<file path="src/rtl/unpooler.sv">
// Nearest-neighbour upsampler. It takes a pooled (m/p)x(m/p) feature map as a raster
// stream and emits the full m x m map. Each pooled row is buffered once and then
// replayed p times, with every value repeated p times along the row.
module unpooler #(
    parameter int unsigned m = 12,  // full map side, a multiple of p
    parameter int unsigned p = 3,   // replication factor per axis
    parameter int unsigned N = 16   // data width, passed through bit-exact
) (
    input  logic         clk,
    input  logic         master_rst,
    input  logic         ce,
    input  logic [N-1:0] data_in,
    input  logic         in_valid,
    output logic         in_ready,
    output logic [N-1:0] data_out,
    output logic         valid_op,
    output logic         end_op
);

    localparam int unsigned W      = m / p;                      // pooled row length
    localparam int unsigned AW     = (W > 1) ? $clog2(W) : 1;    // buffer address width
    localparam int unsigned IDX_W  = $clog2(W) + 1;
    localparam int unsigned SUB_W  = $clog2(p) + 1;
    localparam int unsigned COL_W  = $clog2(m) + 1;

    typedef enum logic {FILL, EMIT} state_t;

    state_t             state;
    logic [IDX_W-1:0]   wr_idx;   // next buffer slot to fill
    logic [SUB_W-1:0]   sub;      // repeat count of the current value along the row
    logic [IDX_W-1:0]   idx;      // buffer slot being replayed
    logic [COL_W-1:0]   col;      // output column
    logic [SUB_W-1:0]   rep;      // replay count of the current pooled row
    logic [IDX_W-1:0]   prow;     // pooled row within the map
    logic               accept;

    logic [N-1:0] row_buf [0:(1<<AW)-1];

    // Input is only taken while filling; ce=0 also blocks acceptance.
    assign in_ready = ce & (state == FILL);
    assign accept   = in_valid & in_ready;

    // Capture one pooled row into the replay buffer.
    // NOTE: the row buffer has no reset; every slot is written before it is read,
    // so leaving it out of the reset keeps it mappable to plain RAM/flops without a reset tree.
    always_ff @(posedge clk) begin
        if (accept) begin
            row_buf[wr_idx[AW-1:0]] <= data_in;
        end
    end

    // Fill/replay sequencer with registered outputs.
    // NOTE: all state is updated with non-blocking assignments so every register
    // samples the pre-edge values, regardless of statement order in this block.
    always_ff @(posedge clk or negedge master_rst) begin
        if (!master_rst) begin
            state    <= FILL;
            wr_idx   <= '0;
            sub      <= '0;
            idx      <= '0;
            col      <= '0;
            rep      <= '0;
            prow     <= '0;
            data_out <= '0;
            valid_op <= 1'b0;
            end_op   <= 1'b0;
        end else if (!ce) begin
            // Frozen: only the per-cycle strobes drop, everything else holds.
            valid_op <= 1'b0;
            end_op   <= 1'b0;
        end else begin
            case (state)
                FILL: begin
                    valid_op <= 1'b0;
                    end_op   <= 1'b0;
                    if (accept) begin
                        if (wr_idx == IDX_W'(W - 1)) begin
                            wr_idx <= '0;
                            state  <= EMIT;
                        end else begin
                            wr_idx <= wr_idx + 1'b1;
                        end
                    end
                end
                EMIT: begin
                    data_out <= row_buf[idx[AW-1:0]];
                    valid_op <= 1'b1;
                    end_op   <= 1'b0;
                    if (col == COL_W'(m - 1)) begin
                        // End of an output row; m is a multiple of p so sub wraps here too.
                        col <= '0;
                        idx <= '0;
                        sub <= '0;
                        if (rep == SUB_W'(p - 1)) begin
                            rep   <= '0;
                            state <= FILL;
                            if (prow == IDX_W'(W - 1)) begin
                                prow   <= '0;
                                end_op <= 1'b1;
                            end else begin
                                prow <= prow + 1'b1;
                            end
                        end else begin
                            rep <= rep + 1'b1;
                        end
                    end else begin
                        col <= col + 1'b1;
                        if (sub == SUB_W'(p - 1)) begin
                            sub <= '0;
                            idx <= idx + 1'b1;
                        end else begin
                            sub <= sub + 1'b1;
                        end
                    end
                end
                default: state <= FILL;
            endcase
        end
    end

endmodule

</file>
<file path="config.mk">
export PLATFORM = sky130hd
export DESIGN_NAME = unpooler
export DESIGN_NICKNAME = d
export VERILOG_FILES = /design/src/rtl/unpooler.sv
export SDC_FILE = /design/constraint.sdc
export NUM_CORES = 1
export LEC_CHECK = 0
export CORE_UTILIZATION = 50
export DETAILED_ROUTE_END_ITERATION = 7
export GPL_ROUTABILITY_DRIVEN = 0
export PLACE_DENSITY = 0.81
export SETUP_SLACK_MARGIN = 0.4
export SLEW_MARGIN = 20
export SYNTH_ARGS = -nofsm -noshare
export SYNTH_HDL_FRONTEND = slang
export SYNTH_SLANG_ARGS = --single-unit
export TNS_END_PERCENT = 30
</file>
<file path="constraint.sdc">
create_clock -name clk -period 1.5 [get_ports clk]
set_input_delay 0.15 -clock clk [delete_from_list [all_inputs] [get_ports clk]]
set_output_delay 0.15 -clock clk [all_outputs]
set_load 0.05 [all_outputs]
</file>
==> out/qor.txt, run 1 <==
CTS Root Cell -> clkbuf_8
Port Buffers -> 38
Worst setup SP type -> flip-flop
Max Slew Vio Count -> 0
Largest family of logic cells by synthesized area -> simple AND/OR/NAND/NOR gates
Unique masters post-synth -> 44
GRT overflow -> 0
MaxCap Viol Count -> 0
Reg2reg end -> data_out[0]
Sequential area share after synthesis -> 0.705
Most frequent cells in the layout -> edfxtp_1, nand2_1, buf_4
Cell count after synthesis -> 262
Cells along the critical path -> clkbuf_16, mux4_2, nand2_1, nand2_1
R2r worst-path depth -> 4
Final Critical Period -> 1.42 ns
Post-Synth Adder-Cell Area -> 0.0184
Initial core utilization -> 0.522
Setup TNS -> 0 ns
Relative slew slack -> 0.712
#FFs+latches synth -> 102
FF/Latch Area -> 0.00288 sq mm
CP top delay family -> multiplexers
Vias -> 2413
Final WL -> 8190 um
CTS tree -> yes
Layout overhead on the synthesized area -> 27.3%
Pin count of the biggest net entering global routing -> 24
Compound-gate portion of the synthesized area -> 0.0264
Routed len/inst -> 18.4 um
Vias in the first global route -> 2399
Clock Latency Late Sink -> 0.38 ns
DRC -> 0
Post-Syn Nets -> 288
Core footprint -> 0.00781 sq mm
Status -> completed
Die area -> 0.00852 sq mm
FP Rows -> 32
Overall power -> 9.66 mW
H-tree Lvls -> 3
First-pass iteration count of the detailed router -> 4
Filler Cells Inserted -> 535
Layout cells sized above 1 -> 0.335
Xor-xnor portion of the synthesized cell area -> 0.00859
CP dominant cell by count -> nand2_1
WP depth -> 4
Worst min path class -> input port to asynchronous set/reset pin
Die height -> 92.3 um
Worst slack at placement -> -0.169 ns
Setup crit end -> data_out[0]
WP buf/inv -> 1
Placed wire-length estimate -> 4850 um
Avg Inst Size Synth -> 15.6 sq um
Area occupied by multi-input gates -> 0.00123 sq mm
GR peak layer -> met2
Reg2reg start -> idx[0]
Met3 Resource Use GR -> 0.0493
Static Leak -> 2.07 nW
Worst Slack Setup Final -> 0.0792 ns
Critical Path Max Stage Delay -> 0.51 ns
Clock-pin slew on the worst setup and hold paths -> 0.10 ns
Final Skew -> 0.0118 ns
FFs w/ async S/R, synth -> 0.373
Pwr/cell area -> 1860 mW/mm^2
Most common cell after layout, fill and taps aside -> edfxtp_1
Final hold vios -> 0
First-pass GRT wire length -> 12400 um
Top FF cell, synth -> edfxtp_1
Total CTS buffers -> 9
CTS Sinks -> 102
Yosys warning count -> 0
Total global-route track usage -> 0.201
Number of vias per cell -> 5.42
I/O pin total -> 39
Initial antenna violation count -> 0
Met2 Usage GRT -> 0.346
Final Setup Violations -> 0
Data arrival time of the critical path -> 1.69 ns
Peak VDD IR -> 0.000852 V
Clock Path Buffers -> 2
Post-synth EDFFs -> 64
Simple-gate share of the synthesized area -> 0.110
Synthesized area -> 0.00408 sq mm
Crit. End Element -> flip-flop
Crit path max-delay cell type -> mux4_2
Die Wd -> 92.3 um
R2R setup slack -> 0.08 ns
Final period util -> 0.947
Setup Crit Path Kind -> flip-flop to flip-flop
Crit path max fanout -> 8
Met1 GRT Util -> 0.249
Worst setup path start -> idx[0]
RSZ-0062 raised after global routing -> true
NumNets Final -> 364
Mux cell area share after synthesis -> 0.105
Fmax achieved -> 704 MHz
Tightest Pin Transition -> 0.432 ns
WP data required -> 1.77 ns
Post-route antenna net violation count -> 0
N_diodes -> 0
Initial DRC Count -> 213
-- Yosys cell counts, types with 4 or more instances --
library cell / instances / area [sq um]
edfxtp_1: 64 / 1920
nand2_1: 57 / 214
dfrtp_1: 38 / 951
mux4_2: 16 / 360
inv_1: 10 / 37.5
a21oi_1: 6 / 30.0
buf_2: 6 / 30.0
ha_1: 6 / 75.1
nor2_1: 6 / 22.5
nand3_1: 5 / 25.0
and2_1: 4 / 25.0
nand4_1: 4 / 25.0
-- worst reg2reg max path: cells and delay by family (launching register included) --
| kind | cells | cell delay, ns |
|---|---|---|
| mux | 1 | 0.51 |
| flops | 1 | 0.46 |
| buf+inv | 1 | 0.20 |
| simple gates | 2 | 0.14 |
-- worst min path at each step --
| stage | start | endpoint | depth (start not counted) |
|---|---|---|---|
| after floorplan | master_rst | col[0] | 0 |
| after global placement | master_rst | prow[0] | 1 |
| after detailed placement | master_rst | prow[0] | 1 |
| after CTS | master_rst | prow[0] | 2 |
| after global routing | master_rst | end_op | 2 |
| final | master_rst | prow[0] | 2 |
-- cells by family after synthesis --
kind of cell | after synthesis
compound gates | 16
fa+ha+maj | 6
flops | 102
buf+inv | 22
simple gates | 90
mux | 22
xor+xnor | 4
-- cell type report --
class | count | share of cell area
flip-flops and latches | 102 | 0.554
multi-input cells | 144 | 0.237
repair buffers | 70 | 0.133
clock buffers | 10 | 0.0246
well taps | 102 | 0.0246
clock inverters | 6 | 0.0181
inverters | 11 | 0.00844
-- report_power, final --
| group | internal (mW) | switching (mW) | total [mW] |
|---|---|---|---|
| combinational | 1.71 | 2.10 | 3.81 |
| clock | 0.958 | 0.949 | 1.91 |
| sequential | 3.53 | 0.417 | 3.95 |
-- routing by layer --
| layer | vias to the layer above | routed length [um] |
|---|---|---|
| met5 | - | 0 |
| met4 | 0 | 176 |
| met3 | 18 | 363 |
| met2 | 66 | 4310 |
| met1 | 1213 | 3340 |
| li1 | 1116 | - |
-- per-stage QoR --
step,hold slack [ns],utilization,area [sq um],instances
2_1_floorplan,-0.146,-,4110,262
3_3_place_gp,0.102,0.604,4710,411
3_5_place_dp,0.107,0.604,4710,411
4_1_cts,0.231,0.640,5000,433
5_1_grt,0.257,0.665,5190,445
6_report,0.228,0.665,5190,445
-- flip-flops by register name, summed over array words and instances, names as in the netlist --
| signal | count |
|---|---|
| prow | 3 |
| end_op | 1 |
| wr_idx | 3 |
| row_buf | 64 |
| col | 5 |
| valid_op | 1 |
| state | 1 |
| rep | 3 |
| idx | 2 |
| data_out | 16 |
| sub | 3 |
-- repair_timing --
action	4_1_cts	5_1_grt
hold endpoints to repair	15	0
setup endpoints to repair	117	120
resized for setup	9	18
hold buffers	1	0
setup buffers	1	8
pin swaps	5	8
cloned	4	4
(Power assumes the default switching activity.)
==> run 2: changes to the inputs <==
Settings changed: ABC_AREA from default to 1, PLACE_DENSITY 0.81 to 0.8.
==> run 2 against run 1 <==
Routed wire length rose by 6.1%. Clock skew fell by 0.00051 ns. Critical endpoint is now row_buf[0][5]. Final area rose by 4.2%. Clock-buffer cell count rose by 1. Flip-flop and latch count did not move. Core utilization fell by 4.2 points. Sequential share of layout area fell by 2.3 points.
==> out/qor.txt, run 2 <==
Routed len/inst -> 13.6 um
FFs w/ async S/R, synth -> 0.373
Max reg flops -> 64
I/O pin total -> 39
Max Slew Vio Count -> 0
Static Leak -> 2.59 nW
Final Setup Violations -> 0
WP buf/inv -> 3
Pwr/cell area -> 1660 mW/mm^2
Synth area leader -> edfxtp_1
N_diodes -> 0
Layout cells sized above 1 -> 0.153
Total global-route track usage -> 0.198
Port Buffers -> 38
WP depth -> 5
Post-Syn Nets -> 493
Initial DRC Count -> 123
Synthesized area -> 0.00447 sq mm
Post-route antenna net violation count -> 0
Crit path max-delay cell type -> dfrtp_1
Initial antenna violation count -> 0
Clock Latency Late Sink -> 0.36 ns
Relative slew slack -> 0.643
R2r worst-path depth -> 5
Vias -> 3092
Reg2reg start -> wr_idx[0]
Worst setup path start -> wr_idx[0]
Layout overhead on the synthesized area -> 21.0%
Final WL -> 8700 um
NumNets Final -> 551
Routed wl met2 -> 4590 um
First-pass GRT wire length -> 13500 um
Status -> completed
Die height -> 96.6 um
Critical Path Max Stage Delay -> 0.43 ns
Die area -> 0.00932 sq mm
Tightest Pin Transition -> 0.536 ns
FP Rows -> 34
Core footprint -> 0.00868 sq mm
Sequential area share after synthesis -> 0.643
H-tree Lvls -> 3
Detailed route wirelength on metal3 -> 308 um
Post-synth EDFFs -> 64
CTS Root Cell -> clkbuf_8
Worst min path class -> input port to asynchronous set/reset pin
Yosys warning count -> 0
Fmax achieved -> 728 MHz
Filler Cells Inserted -> 697
R2R setup slack -> 0.13 ns
Placed Instances -> 615
First-pass iteration count of the detailed router -> 4
MaxCap Viol Count -> 0
WP data required -> 1.58 ns
Final Skew -> 0.0113 ns
Top Metal Used -> met4
Die Wd -> 96.6 um
Unique masters post-synth -> 21
Top FF cell, synth -> edfxtp_1
DRC -> 0
Worst setup SP type -> flip-flop
Vias in the first global route -> 3001
Reg2reg end -> row_buf[0][5]
Clock Path Buffers -> 2
DRT met1 WL -> 3670 um
Placed wire-length estimate -> 5640 um
Synth area leaders -> edfxtp_1, dfrtp_1, nand2_1
GRT overflow -> 0
Crit path max fanout -> 8
Clock-pin slew on the worst setup and hold paths -> 0.09 ns
Setup Crit Path Kind -> flip-flop to flip-flop
Final std cells w/o fill -> 638
Pin count of the biggest net entering global routing -> 22
Cells along the critical path -> inv_2, ha_4, inv_1, nor2_4, clkbuf_16
Top-area cell type share of the netlist area -> 0.430
Avg Inst Size Synth -> 9.57 sq um
Final period util -> 0.916
Post-synth top cells -> nand2_1, inv_1, edfxtp_1
Most common cell after layout, fill and taps aside -> nand2_1
Overall power -> 8.99 mW
Peak VDD IR -> 0.000997 V
Crit. End Element -> flip-flop
Most frequent cells in the layout -> nand2_1, inv_1, edfxtp_1
Initial core utilization -> 0.515
Final hold vios -> 0
Cell count after synthesis -> 467
CTS Sinks -> 102
Leading cell type by number of instances after synthesis -> nand2_1
Total CTS buffers -> 9
CP top delay family -> flip-flops
Final Critical Period -> 1.37 ns
Data arrival time of the critical path -> 1.46 ns
#FFs+latches synth -> 102
CTS tree -> yes
RSZ-0062 raised after global routing -> true
Setup crit end -> row_buf[0][5]
Number of vias per cell -> 4.85
## run 2: cell types whose count changed in the layout (fill, tap and decap cells not counted), sizes merged, moves of 4 or more
cell   delta
and2      -9
buf       -7
inv      +75
mux2      -4
mux4     -16
nand2   +117
nand3    +39
nor2     +13
o21ai     +5
## run 2: worst register-to-register path, delay by kind of cell, from the launching register on
| family | cells | cell delay (ns) |
|---|---|---|
| flops | 1 | 0.43 |
| buf+inv | 3 | 0.37 |
| fa+ha+maj | 1 | 0.14 |
| simple gates | 1 | 0.17 |
## run 2: metrics by stage
step | setup WS (ns) | util | setup TNS [ns] | instance area [sq um] | hold WS (ns)
2_1_floorplan | -0.0841 | - | -3.68 | 4510 | -0.146
5_1_grt | 0.0840 | 0.623 | 0 | 5410 | 0.357
6_report | 0.126 | 0.623 | 0 | 5410 | 0.294
3_5_place_dp | -0.0773 | 0.586 | -3.71 | 5080 | 0.156
4_1_cts | 0.149 | 0.610 | 0 | 5300 | 0.298
3_3_place_gp | -0.0705 | 0.586 | -3.31 | 5080 | 0.145
## run 2: logic make-up (layout without fill, tap and decap cells)
group	Yosys count	in the layout	synth area share
xor gates and xnor gates	3	3	0.00588
and+or+nand+nor	242	242	0.225
AOI/OAI and AO/OA	13	13	0.0151
adders and majority gates	6	6	0.0168
DFF	102	102	0.643
buffers and inverters	101	164	0.0949
## run 2: how the worst min path moves through the flow
stage / startpoint / to / slack, ns / depth (start not counted)
floorplan: master_rst / col[0] / -0.15 / 0
global placement: master_rst / col[3] / 0.15 / 1
detailed placement: master_rst / col[3] / 0.16 / 1
CTS: master_rst / data_out[14] / 0.30 / 2
global route: master_rst / col[3] / 0.36 / 2
finish: master_rst / col[3] / 0.29 / 2
## run 2: timing repair
action	in CTS	in global routing
hold buffers	1	0
gates cloned	0	1
pin swaps	0	6
endpoints found under the hold margin	20	0
resized for setup	1	13
buffers inserted	1	4
setup endpoints to repair	115	120
## run 2: final cells by class
| type | instances | area [sq um] | area share |
|---|---|---|---|
| Clock buffer | 11 | 131 | 0.0243 |
| Timing Repair Buffer | 62 | 619 | 0.115 |
| Tap cell | 108 | 135 | 0.0250 |
| Multi-Input combinational cell | 264 | 1270 | 0.235 |
| Inverter | 86 | 323 | 0.0597 |
| Clock inverter | 5 | 58.8 | 0.0109 |
| Sequential cell | 102 | 2870 | 0.531 |
## run 2: per-layer routing
| metal | track usage | vias up |
|---|---|---|
| met5 | 0 | - |
| met4 | 0.0858 | 0 |
| met3 | 0.0462 | 13 |
| met2 | 0.349 | 62 |
| met1 | 0.230 | 1459 |
| li1 | - | 1558 |
## run 2: power by group
group	switching, mW	total, mW	internal, mW
registers	0.349	3.82	3.47
clock network	0.923	1.70	0.781
logic	2.30	3.47	1.17
==> run 3: changes to the inputs <==
Settings changed: ABC_CLOCK_PERIOD_IN_PS from default to 1500, SKIP_CTS_REPAIR_TIMING from default to 1.
==> run 3 against run 2 <==
Critical path depth is the same. Final area shrank 0.39%. First-iteration DRC count grew 5.7%. Critical endpoint unchanged.
==> out/qor.txt, run 3 (synthesis results as in run 2) <==
Status -> completed
Vias -> 3091
CTS Sinks -> 102
Die height -> 96.6 um
Clock Path Buffers -> 2
Design Area, Final -> 0.00539 sq mm
First-pass iteration count of the detailed router -> 4
Tightest Pin Transition -> 0.532 ns
Worst setup SP type -> flip-flop
I/O pin total -> 39
CTS tree -> yes
DRT met1 WL -> 3660 um
Top Metal Used -> met4
Layout overhead on the synthesized area -> 20.5%
Data arrival time of the critical path -> 1.44 ns
Total CTS buffers -> 9
Crit path max-delay cell type -> dfrtp_1
Reg2reg start -> wr_idx[0]
Peak VDD IR -> 0.000997 V
GRT overflow -> 0
First-pass GRT wire length -> 13500 um
H-tree Lvls -> 3
Crit path max fanout -> 8
Filler Cells Inserted -> 699
MaxCap Viol Count -> 0
Critical Path Max Stage Delay -> 0.42 ns
Core footprint -> 0.00868 sq mm
Die area -> 0.00932 sq mm
WP depth -> 5
Static Leak -> 2.59 nW
Post-route antenna net violation count -> 0
Die Wd -> 96.6 um
CTS Root Cell -> clkbuf_8
N_diodes -> 0
DRC -> 0
R2R setup slack -> 0.14 ns
Reg2reg end -> row_buf[0][5]
RSZ-0062 raised after global routing -> true
Routed wl met2 -> 4530 um
R2r worst-path depth -> 5
Port Buffers -> 38
Crit. End Element -> flip-flop
Placed wire-length estimate -> 5640 um
Routed len/inst -> 13.5 um
Detailed route wirelength on metal3 -> 324 um
FP Rows -> 34
Clock Latency Late Sink -> 0.36 ns
Worst setup path start -> wr_idx[0]
Setup Crit Path Kind -> flip-flop to flip-flop
Fmax achieved -> 735 MHz
Max Slew Vio Count -> 0
Most common cell after layout, fill and taps aside -> nand2_1
Initial core utilization -> 0.515
Final Setup Violations -> 0
Pin count of the biggest net entering global routing -> 22
CP top delay family -> flip-flops
Final Skew -> 0.0110 ns
Clock-pin slew on the worst setup and hold paths -> 0.09 ns
Final period util -> 0.907
Initial DRC Count -> 130
Placed Instances -> 615
Initial antenna violation count -> 0
Relative slew slack -> 0.645
Cells along the critical path -> inv_2, ha_1, inv_1, nor2_4, clkbuf_16
Area post-placement -> 0.00508 sq mm
Pwr/cell area -> 1660 mW/mm^2
Worst min path class -> input port to asynchronous set/reset pin
NumNets Final -> 551
Most frequent cells in the layout -> nand2_1, inv_1, edfxtp_1
WP data required -> 1.58 ns
Final std cells w/o fill -> 638
Max reg flops -> 64
Layout cells sized above 1 -> 0.149
Total global-route track usage -> 0.197
WP buf/inv -> 3
Number of vias per cell -> 4.84
Setup crit end -> row_buf[0][5]
Final hold vios -> 0
Final WL -> 8620 um
Vias in the first global route -> 2973
Final Critical Period -> 1.36 ns
[run 3: cell type report]
class | count | area, sq um | share of cell area
multi-input combinational | 264 | 1250 | 0.232
clock inverter | 5 | 58.8 | 0.0109
tap | 108 | 135 | 0.0251
sequential | 102 | 2870 | 0.533
clock buffer | 11 | 131 | 0.0244
timing repair buffer | 62 | 616 | 0.114
inverter | 86 | 323 | 0.0599
[run 3: worst min path at each step]
stage	to	slack, ns	from
2_1_floorplan	col[0]	-0.15	master_rst
3_3_place_gp	col[3]	0.15	master_rst
3_5_place_dp	col[3]	0.16	master_rst
4_1_cts	data_out[14]	-0.24	master_rst
5_1_grt	col[3]	0.36	master_rst
6_report	col[3]	0.29	master_rst
[run 3: report_power, final]
part	switching, mW	total [mW]	internal [mW]	leakage [nW]
sequential	0.343	3.81	3.47	1.05
clock	0.926	1.71	0.781	0.0920
combinational	2.28	3.43	1.15	1.45
[run 3: metrics by stage]
step | hold slack (ns) | util | setup slack, ns | setup TNS (ns) | power (mW)
after detailed placement | 0.156 | 0.586 | -0.0773 | -3.71 | 7.13
after floorplan | -0.146 | - | -0.0841 | -3.68 | 6.17
after global placement | 0.145 | 0.586 | -0.0705 | -3.31 | 7.00
final | 0.293 | 0.621 | 0.140 | 0 | 8.95
after global routing | 0.357 | 0.621 | 0.0964 | 0 | 9.47
after CTS | -0.236 | 0.608 | 0.142 | 0 | 8.82
[run 3: metal layers]
metal | vias up | global-route usage
met3 | 12 | 0.0454
met1 | 1452 | 0.234
met4 | 0 | 0.0821
li1 | 1561 | -
met2 | 66 | 0.344
met5 | - | 0
